## src/rtl/i2s_tdm_engine.sv

```systemverilog
// i2s_tdm_engine: master-mode I2S/TDM full-duplex serial engine.
// NCH slots of DW bits per frame, Tx/Rx FIFOs of DEPTH words, sclk/ws from a pclk divider.
// Optional feature macro: I2S_TDM_LOOPBACK_EN (adds lpbk port; Rx samples sd_o when lpbk=1).

// Synchronous FIFO; a write is accepted when full if a read happens in the same cycle.
module i2s_tdm_fifo #(
  parameter int unsigned W     = 8,
  parameter int unsigned DEPTH = 8
) (
  input  logic         i_clk,
  input  logic         i_rst_n,
  input  logic         i_wr,
  input  logic [W-1:0] i_wdata,
  input  logic         i_rd,
  output logic [W-1:0] o_rdata,
  output logic         o_full,
  output logic         o_empty
);
  localparam int unsigned AW = $clog2(DEPTH);

  logic [W-1:0]  r_mem [DEPTH];
  logic [AW-1:0] r_wptr;
  logic [AW-1:0] r_rptr;
  logic [AW:0]   r_count;
  logic          w_do_rd;
  logic          w_do_wr;

  assign o_full  = (r_count == (AW+1)'(DEPTH));
  assign o_empty = (r_count == '0);
  assign o_rdata = r_mem[r_rptr];
  assign w_do_rd = i_rd && !o_empty;
  assign w_do_wr = i_wr && (!o_full || w_do_rd);

  // Storage write
  always_ff @(posedge i_clk) begin
    if (w_do_wr) r_mem[r_wptr] <= i_wdata;
  end

  // Pointer and occupancy bookkeeping
  always_ff @(posedge i_clk or negedge i_rst_n) begin
    if (!i_rst_n) begin
      r_wptr  <= '0;
      r_rptr  <= '0;
      r_count <= '0;
    end else begin
      if (w_do_wr) r_wptr <= r_wptr + 1'b1;
      if (w_do_rd) r_rptr <= r_rptr + 1'b1;
      case ({w_do_wr, w_do_rd})
        2'b10:   r_count <= r_count + 1'b1;
        2'b01:   r_count <= r_count - 1'b1;
        default: r_count <= r_count;
      endcase
    end
  end
endmodule

module i2s_tdm_engine #(
  parameter int unsigned DW    = 32,
  parameter int unsigned NCH   = 2,
  parameter int unsigned DEPTH = 8,
  parameter int unsigned DIVW  = 8
) (
  input  logic                    pclk,
  input  logic                    preset,
  input  logic                    en,
  input  logic [DIVW-1:0]         div,
  input  logic                    i2s_dly,
  input  logic                    frame_mode,
  input  logic [DW-1:0]           tx_data,
  input  logic                    tx_valid,
  output logic                    tx_ready,
  output logic [DW-1:0]           rx_data,
  output logic [$clog2(NCH)-1:0]  rx_chan,
  output logic                    rx_valid,
  input  logic                    rx_ready,
  input  logic                    clr_flags,
  output logic                    tx_underrun,
  output logic                    rx_overrun,
  output logic                    busy,
  output logic                    sclk_o,
  output logic                    ws_o,
  output logic                    sd_o,
  input  logic                    sd_i
`ifdef I2S_TDM_LOOPBACK_EN
  ,
  input  logic                    lpbk
`endif
);
  localparam int unsigned BW = $clog2(DW);
  localparam int unsigned CW = $clog2(NCH);
  localparam logic [BW-1:0] LAST_BIT  = BW'(DW - 1);
  localparam logic [CW-1:0] LAST_SLOT = CW'(NCH - 1);
  localparam logic [CW-1:0] HALF_SLOT = CW'(NCH / 2);

  typedef enum logic [1:0] {S_IDLE, S_RUN, S_DRAIN} state_t;

  state_t          r_state, w_state_nxt;
  logic [DIVW-1:0] r_div, r_divcnt;
  logic            r_dly, r_fm, r_sclk;
  logic [BW-1:0]   r_bit, w_nbit;
  logic [CW-1:0]   r_slot, w_nslot, r_rx_pchan;
  logic [DW-1:0]   r_txsh, r_rxsh, w_tx_head;
  logic            r_rx_pend, r_underrun, r_overrun;
  logic            w_busy, w_tc, w_rise, w_fall, w_last_bit, w_last_slot;
  logic            w_frame_end, w_start, w_stop, w_load, w_sdin;
  logic            w_tx_full, w_tx_empty, w_rx_full, w_rx_empty;

  assign w_busy      = (r_state != S_IDLE);
  assign w_tc        = w_busy && (r_divcnt == r_div);
  assign w_rise      = w_tc && !r_sclk;
  assign w_fall      = w_tc && r_sclk;
  assign w_last_bit  = (r_bit == LAST_BIT);
  assign w_last_slot = (r_slot == LAST_SLOT);
  assign w_frame_end = w_fall && w_last_bit && w_last_slot;
  assign w_start     = (r_state == S_IDLE) && en;
  assign w_stop      = (r_state == S_DRAIN) && w_frame_end;
  assign w_load      = w_start || (w_fall && w_last_bit && !w_stop);

`ifdef I2S_TDM_LOOPBACK_EN
  assign w_sdin = lpbk ? sd_o : sd_i;
`else
  assign w_sdin = sd_i;
`endif

  i2s_tdm_fifo #(.W(DW), .DEPTH(DEPTH)) u_tx_fifo (
    .i_clk(pclk), .i_rst_n(preset), .i_wr(tx_valid && !w_tx_full), .i_wdata(tx_data),
    .i_rd(w_load), .o_rdata(w_tx_head), .o_full(w_tx_full), .o_empty(w_tx_empty)
  );

  i2s_tdm_fifo #(.W(DW + CW), .DEPTH(DEPTH)) u_rx_fifo (
    .i_clk(pclk), .i_rst_n(preset), .i_wr(r_rx_pend), .i_wdata({r_rxsh, r_rx_pchan}),
    .i_rd(rx_ready), .o_rdata({rx_data, rx_chan}), .o_full(w_rx_full), .o_empty(w_rx_empty)
  );

  // FSM state register
  always_ff @(posedge pclk or negedge preset) begin
    if (!preset) r_state <= S_IDLE;
    else         r_state <= w_state_nxt;
  end

  // FSM next state: drain always finishes the frame before going idle
  always_comb begin
    w_state_nxt = r_state;
    case (r_state)
      S_IDLE:  if (en)          w_state_nxt = S_RUN;
      S_RUN:   if (!en)         w_state_nxt = S_DRAIN;
      S_DRAIN: if (w_frame_end) w_state_nxt = S_IDLE;
      default:                  w_state_nxt = S_IDLE;
    endcase
  end

  // Divider, bit/slot counters and Tx shifter
  always_ff @(posedge pclk or negedge preset) begin
    if (!preset) begin
      r_div    <= '0;
      r_dly    <= 1'b0;
      r_fm     <= 1'b0;
      r_divcnt <= '0;
      r_sclk   <= 1'b0;
      r_bit    <= '0;
      r_slot   <= '0;
      r_txsh   <= '0;
    end else if (w_start) begin
      r_div    <= div;
      r_dly    <= i2s_dly;
      r_fm     <= frame_mode;
      r_divcnt <= '0;
      r_sclk   <= 1'b0;
      r_bit    <= '0;
      r_slot   <= '0;
      r_txsh   <= w_tx_empty ? '0 : w_tx_head;
    end else if (w_stop) begin
      r_divcnt <= '0;
      r_sclk   <= 1'b0;
      r_bit    <= '0;
      r_slot   <= '0;
      r_txsh   <= '0;
    end else if (w_busy) begin
      if (w_tc) begin
        r_divcnt <= '0;
        r_sclk   <= ~r_sclk;
      end else begin
        r_divcnt <= r_divcnt + 1'b1;
      end
      if (w_fall) begin
        if (w_last_bit) begin
          r_bit  <= '0;
          r_slot <= w_last_slot ? '0 : r_slot + 1'b1;
          r_txsh <= w_tx_empty ? '0 : w_tx_head;
        end else begin
          r_bit  <= r_bit + 1'b1;
          r_txsh <= {r_txsh[DW-2:0], 1'b0};
        end
      end
    end
  end

  // Rx shifter; full word is queued for push the cycle after its last bit is sampled
  always_ff @(posedge pclk or negedge preset) begin
    if (!preset) begin
      r_rxsh     <= '0;
      r_rx_pend  <= 1'b0;
      r_rx_pchan <= '0;
    end else begin
      r_rx_pend <= w_rise && w_last_bit;
      if (w_rise) begin
        r_rxsh     <= {r_rxsh[DW-2:0], w_sdin};
        r_rx_pchan <= r_slot;
      end
    end
  end

  // Sticky error flags; a set in the same cycle wins over clear
  always_ff @(posedge pclk or negedge preset) begin
    if (!preset) begin
      r_underrun <= 1'b0;
      r_overrun  <= 1'b0;
    end else begin
      if (w_load && w_tx_empty) r_underrun <= 1'b1;
      else if (clr_flags)       r_underrun <= 1'b0;
      if (r_rx_pend && w_rx_full && !rx_ready) r_overrun <= 1'b1;
      else if (clr_flags)                      r_overrun <= 1'b0;
    end
  end

  // ws position: one bit ahead of the data counters when the I2S delay is on
  always_comb begin
    w_nbit  = r_bit;
    w_nslot = r_slot;
    if (r_dly) begin
      if (w_last_bit) begin
        w_nbit  = '0;
        w_nslot = w_last_slot ? '0 : r_slot + 1'b1;
      end else begin
        w_nbit = r_bit + 1'b1;
      end
    end
  end

  assign ws_o        = w_busy && (r_fm ? ((w_nslot == '0) && (w_nbit == '0)) : (w_nslot >= HALF_SLOT));
  assign sclk_o      = r_sclk;
  assign sd_o        = r_txsh[DW-1];
  assign busy        = w_busy;
  assign tx_ready    = !w_tx_full;
  assign rx_valid    = !w_rx_empty;
  assign tx_underrun = r_underrun;
  assign rx_overrun  = r_overrun;
endmodule
```

## config.mk

```make
export PLATFORM = sky130hd
export DESIGN_NAME = i2s_tdm_engine
export DESIGN_NICKNAME = d
export VERILOG_FILES = /design/src/rtl/i2s_tdm_engine.sv
export SDC_FILE = /design/constraint.sdc
export NUM_CORES = 1
export LEC_CHECK = 0
export BUFFER_PORTS_ARGS = -buffer_cell sky130_fd_sc_hd__clkbuf_2
export CORE_MARGIN = 1
export CORE_UTILIZATION = 30
export DETAILED_ROUTE_END_ITERATION = 10
export GPL_TIMING_DRIVEN = 1
export PLACE_DENSITY = 0.49
export SLEW_MARGIN = 20
export SYNTH_ARGS = -nofsm -noshare
export SYNTH_HDL_FRONTEND = slang
export SYNTH_HIERARCHICAL = 1
export SYNTH_SLANG_ARGS = --single-unit
export TNS_END_PERCENT = 10
```

## constraint.sdc

```tcl
create_clock -name pclk -period 5.8 [get_ports pclk]
set_clock_uncertainty 0.15 [all_clocks]
set_input_delay 1.16 -clock pclk [delete_from_list [all_inputs] [get_ports pclk]]
set_output_delay 1.16 -clock pclk [all_outputs]
set_load 0.02 [all_outputs]
```

==> summary.md <==
| Metric | Value |
|---|---|
| Status | complete, no violations |
| CP Depth | 7 |
| DRC Markers | 0 |
| Commonest non-fill, non-tap cell in the layout | edfxtp_1 |
| Worst R2R Setup Slack | 1.64 ns |
| Synth cell types | 56 |
| Worst-path clk slew | 0.06 ns |
| Top-area cell type share of the netlist area | 0.608 |
| Worst Path Buf+Inv | 1 |
| Worst hold slack | 0.330 ns |
| Worst Path Arrival | ~3.6 ns |
| R2R depth | 10 |
| DRT antenna net count | 0 |
| Simple-gate share of the synthesized area | 0.0332 |
| CP top delay family | compound AO/OA/AOI/OAI gates |
| Commonest non-fill, non-tap cells in the layout | 520 x edfxtp_1, 110 x dfrtp_1, 102 x mux4_2 |
| Pre-CTS setup slack | 1.55 ns |
| Crit Path Class | flop to primary output |
| DP Area | 27500 um^2 |
| Multi-input gate area | 6780 um^2 |
| Slew headroom | 0.262 |
| Per-cell routed wire length | 21.1 um |
| Crit Path Max Fanout | 6 |
| Power Density | 463 nW/um^2 |
| Share of cells above drive strength 1 | 0.318 |
| Syn Inst Count | around 1300 |
| Sink Count | about 640 |
| Utilization after layout | 0.353 |
| DRT Wirelength | around 55 mm |
| Main flop type after synthesis | edfxtp_1 |
| Vias | ~12000 |
| Design Power | 13.8 mW |
| Combinational power share | 0.247 |
| Slew Limit Fails | 0 |
| Ports | 90 |
| TritonCTS Buffers | 70 |
| Post-CTS Hold Buffers | 0 |
| Internal power | 9.70 mW |
| CP required | around 4.5 ns |
| Synth Register Bits | 635 |
| Pleak | 10.5 nW |
| Clock share of power | 0.318 |
| Initial DRT Pass Iterations | 4 |
| Critical Path End Type | primary output |
| Sequential area share after synthesis | 0.720 |
| CTS Root Cell | clkbuf_16 |
| Setup violators final | 0 |
| Filler cells | 7870 |
| Yosys warns | 6 |
| Total die area | about 87000 um^2 |
| Adder-cell share of the synthesized area | 0.00692 |
| Synth top area cells | edfxtp_1 61%, dfrtp_1 11%, mux4_2 8.9% |
| Synthesis-to-finish area growth | 15.8% |
| Drt first-iter violations | 760 |
| Fin Setup TNS | 0 ns |
| Fin. Hold Viols | 0 |
| Xor/xnor cell area share of the yosys netlist | 0.0115 |
| Starting density of the core | 0.305 |
| Die Y | 295 um |
| RSZ-0062 raised after global routing | no |
| Mapped Nets | 1368 |
| Clock latency on the worst-skew pair | roughly 0.60 ns |
| Fin nets | 1493 |
| CTS H-Tree Depth | 3 |
| Worst Setup Start Kind | flop |
| Port Buffer Count | 89 |
| Wire length of the first global-routing pass | 84.4 mm |
| Tmin final | 4.88 ns |
| Core Region | roughly 84000 um^2 |
| Maximum VDD drop | 0.244 mV |
| Die Wd | 295 um |
| Cell Area, Synth | ~26000 um^2 |
| NetSw | 4.08 mW |
| Cts repair resizes | 0 |
| Multiplexer share of the synthesized area | 0.184 |
| Sw frac | 0.296 |
| Top cell type by total area after synthesis | edfxtp_1 |
| Post-synth EDFFs | 520 |
| Post-CTS Setup Inserts | 0 |
| Crit-path cells | ha_1 > and3_1 > ha_1 > or4b_2 > o32a_1 > o21ai_0 > clkbuf_2 |
| CP max-delay cell | o21ai_0 |
| Number of global-route vias before repair | 13100 |
| Routability congestion estimate | 0.715 |
| Fin cells | approximately 2600 |
| DP Wirelength | 32.0 mm |
| Placed cells | 2493 |
| Async S/R FF share, synth | 0.181 |
| Sequential share of power | 0.435 |
| TritonCTS clock tree | yes |
| Most frequent CP cell | ha_1 |
| Slew of the pin with the lowest slew margin | about 1.1 ns |
| Register area | around 19000 um^2 |
| Largest net degree at the start of global routing | 50 |
| GR Util All Layers | 0.131 |
| Finished Cell Area | 29700 um^2 |
| Max Root-Sink Buffers | 3 |
| Worst min path class | primary input to async pin |
| Fmax | 0.205 GHz |
| Max-cap viol count | 0 |
| Avg Cell Area, Syn | 19.7 um^2 |
| Core Rows | 106 |
| Initial antenna violation count | 5 |
| Compound-Gate Fraction of Synth Area | 0.0234 |
| Vias per std cell | 4.69 |
| Largest family of logic cells by synthesized area | multiplexers |
| Crit share post-route | 0.841 |
| Remaining global-route overflow | 0 |
| Setup ws final | about 0.9 ns |
| Max stage delay on crit path | around 0.7 ns |
[worst paths after layout]
check                                        start                               end
max                           r_bit[0]$_DFFE_PN0P_                              ws_o
min                                         preset             r_rxsh[9]$_DFFE_PN0P_
max reg2reg                r_divcnt[5]$_DFFE_PN0P_  u_tx_fifo/r_mem[6][29]$_DFFE_PP_
min reg2reg                 r_txsh[17]$_DFFE_PN0P_            r_txsh[17]$_DFFE_PN0P_
max in group asynchronous                   preset   u_rx_fifo/r_rptr[0]$_DFFE_PN0N_
min in group pclk           r_txsh[17]$_DFFE_PN0P_            r_txsh[17]$_DFFE_PN0P_
[cell type report]
type / instances / share of cell area
Antenna cell: 2 / 0.000168
Clock buffer: 88 / 0.0636
Clock inverter: 38 / 0.0128
Inverter: 21 / 0.00265
Multi-Input combinational cell: 583 / 0.228
Sequential cell: 635 / 0.622
Tap cell: 1134 / 0.0477
Timing Repair Buffer: 120 / 0.0230
[power by group through the flow]
stage               clock network [mW]  logic [mW]  registers [mW]
global route                      4.70        3.71            6.09
global placement                     0        3.47            6.09
CTS                               4.52        3.50            6.02
detailed placement                   0        3.48            6.11
finish                            4.38        3.41            5.99
floorplan                            0        2.87            5.70
[worst register-to-register path: cells and delay by family, from the launching register on]
family          cells  cell delay [ns]
flops               1             0.43
buf+inv             2             0.61
compound gates      2             0.43
simple gates        5             2.06
xor+xnor            1             0.18
[registers in the layout (all words and copies together), names as in the netlist, 4 cells and up]
name,flops
r_bit,5
u_tx_fifo/r_mem,256
r_div,8
r_txsh,32
r_rxsh,32
u_rx_fifo/r_count,4
u_tx_fifo/r_count,4
u_rx_fifo/r_mem,264
r_divcnt,8
[per-layer routing]
metal / part of all wire / track usage
met2: 0.49 / 0.216
met3: 0.042 / 0.0282
met4: 0.020 / 0.0357
met1: 0.45 / 0.173
met5: 0.00056 / 0
[cells in the mapped netlist, types with 3 or more instances]
cell        n
buf_6       6
clkbuf_1   27
nand3_1    14
buf_2      18
o21ai_0     5
o22ai_1     3
o21ai_2     3
o211ai_1   31
buf_12      8
or2_2       4
mux4_2    102
xnor2_1    18
mux2_2     75
mux2i_1     6
nand2b_1    7
mux4_1     28
a21oi_1    39
nor3_1      7
ha_1       11
edfxtp_1  520
xor2_1     12
dfrtp_1   115
inv_1      21
nor2_1     28
mux2_1     37
buf_1       8
mux2_4     25
nand2_1    84
or3_1       8
[kinds of logic (layout without fill, tap and decap cells)]
group / count (synthesis) / in the layout
compound gates: 91 / 91
xor+xnor: 32 / 32
fa+ha+maj: 13 / 13
buf+inv: 88 / 267
flops: 635 / 635
mux: 273 / 273
other cells: 0 / 2
simple gates: 174 / 174
(Power assumes the default switching activity.)
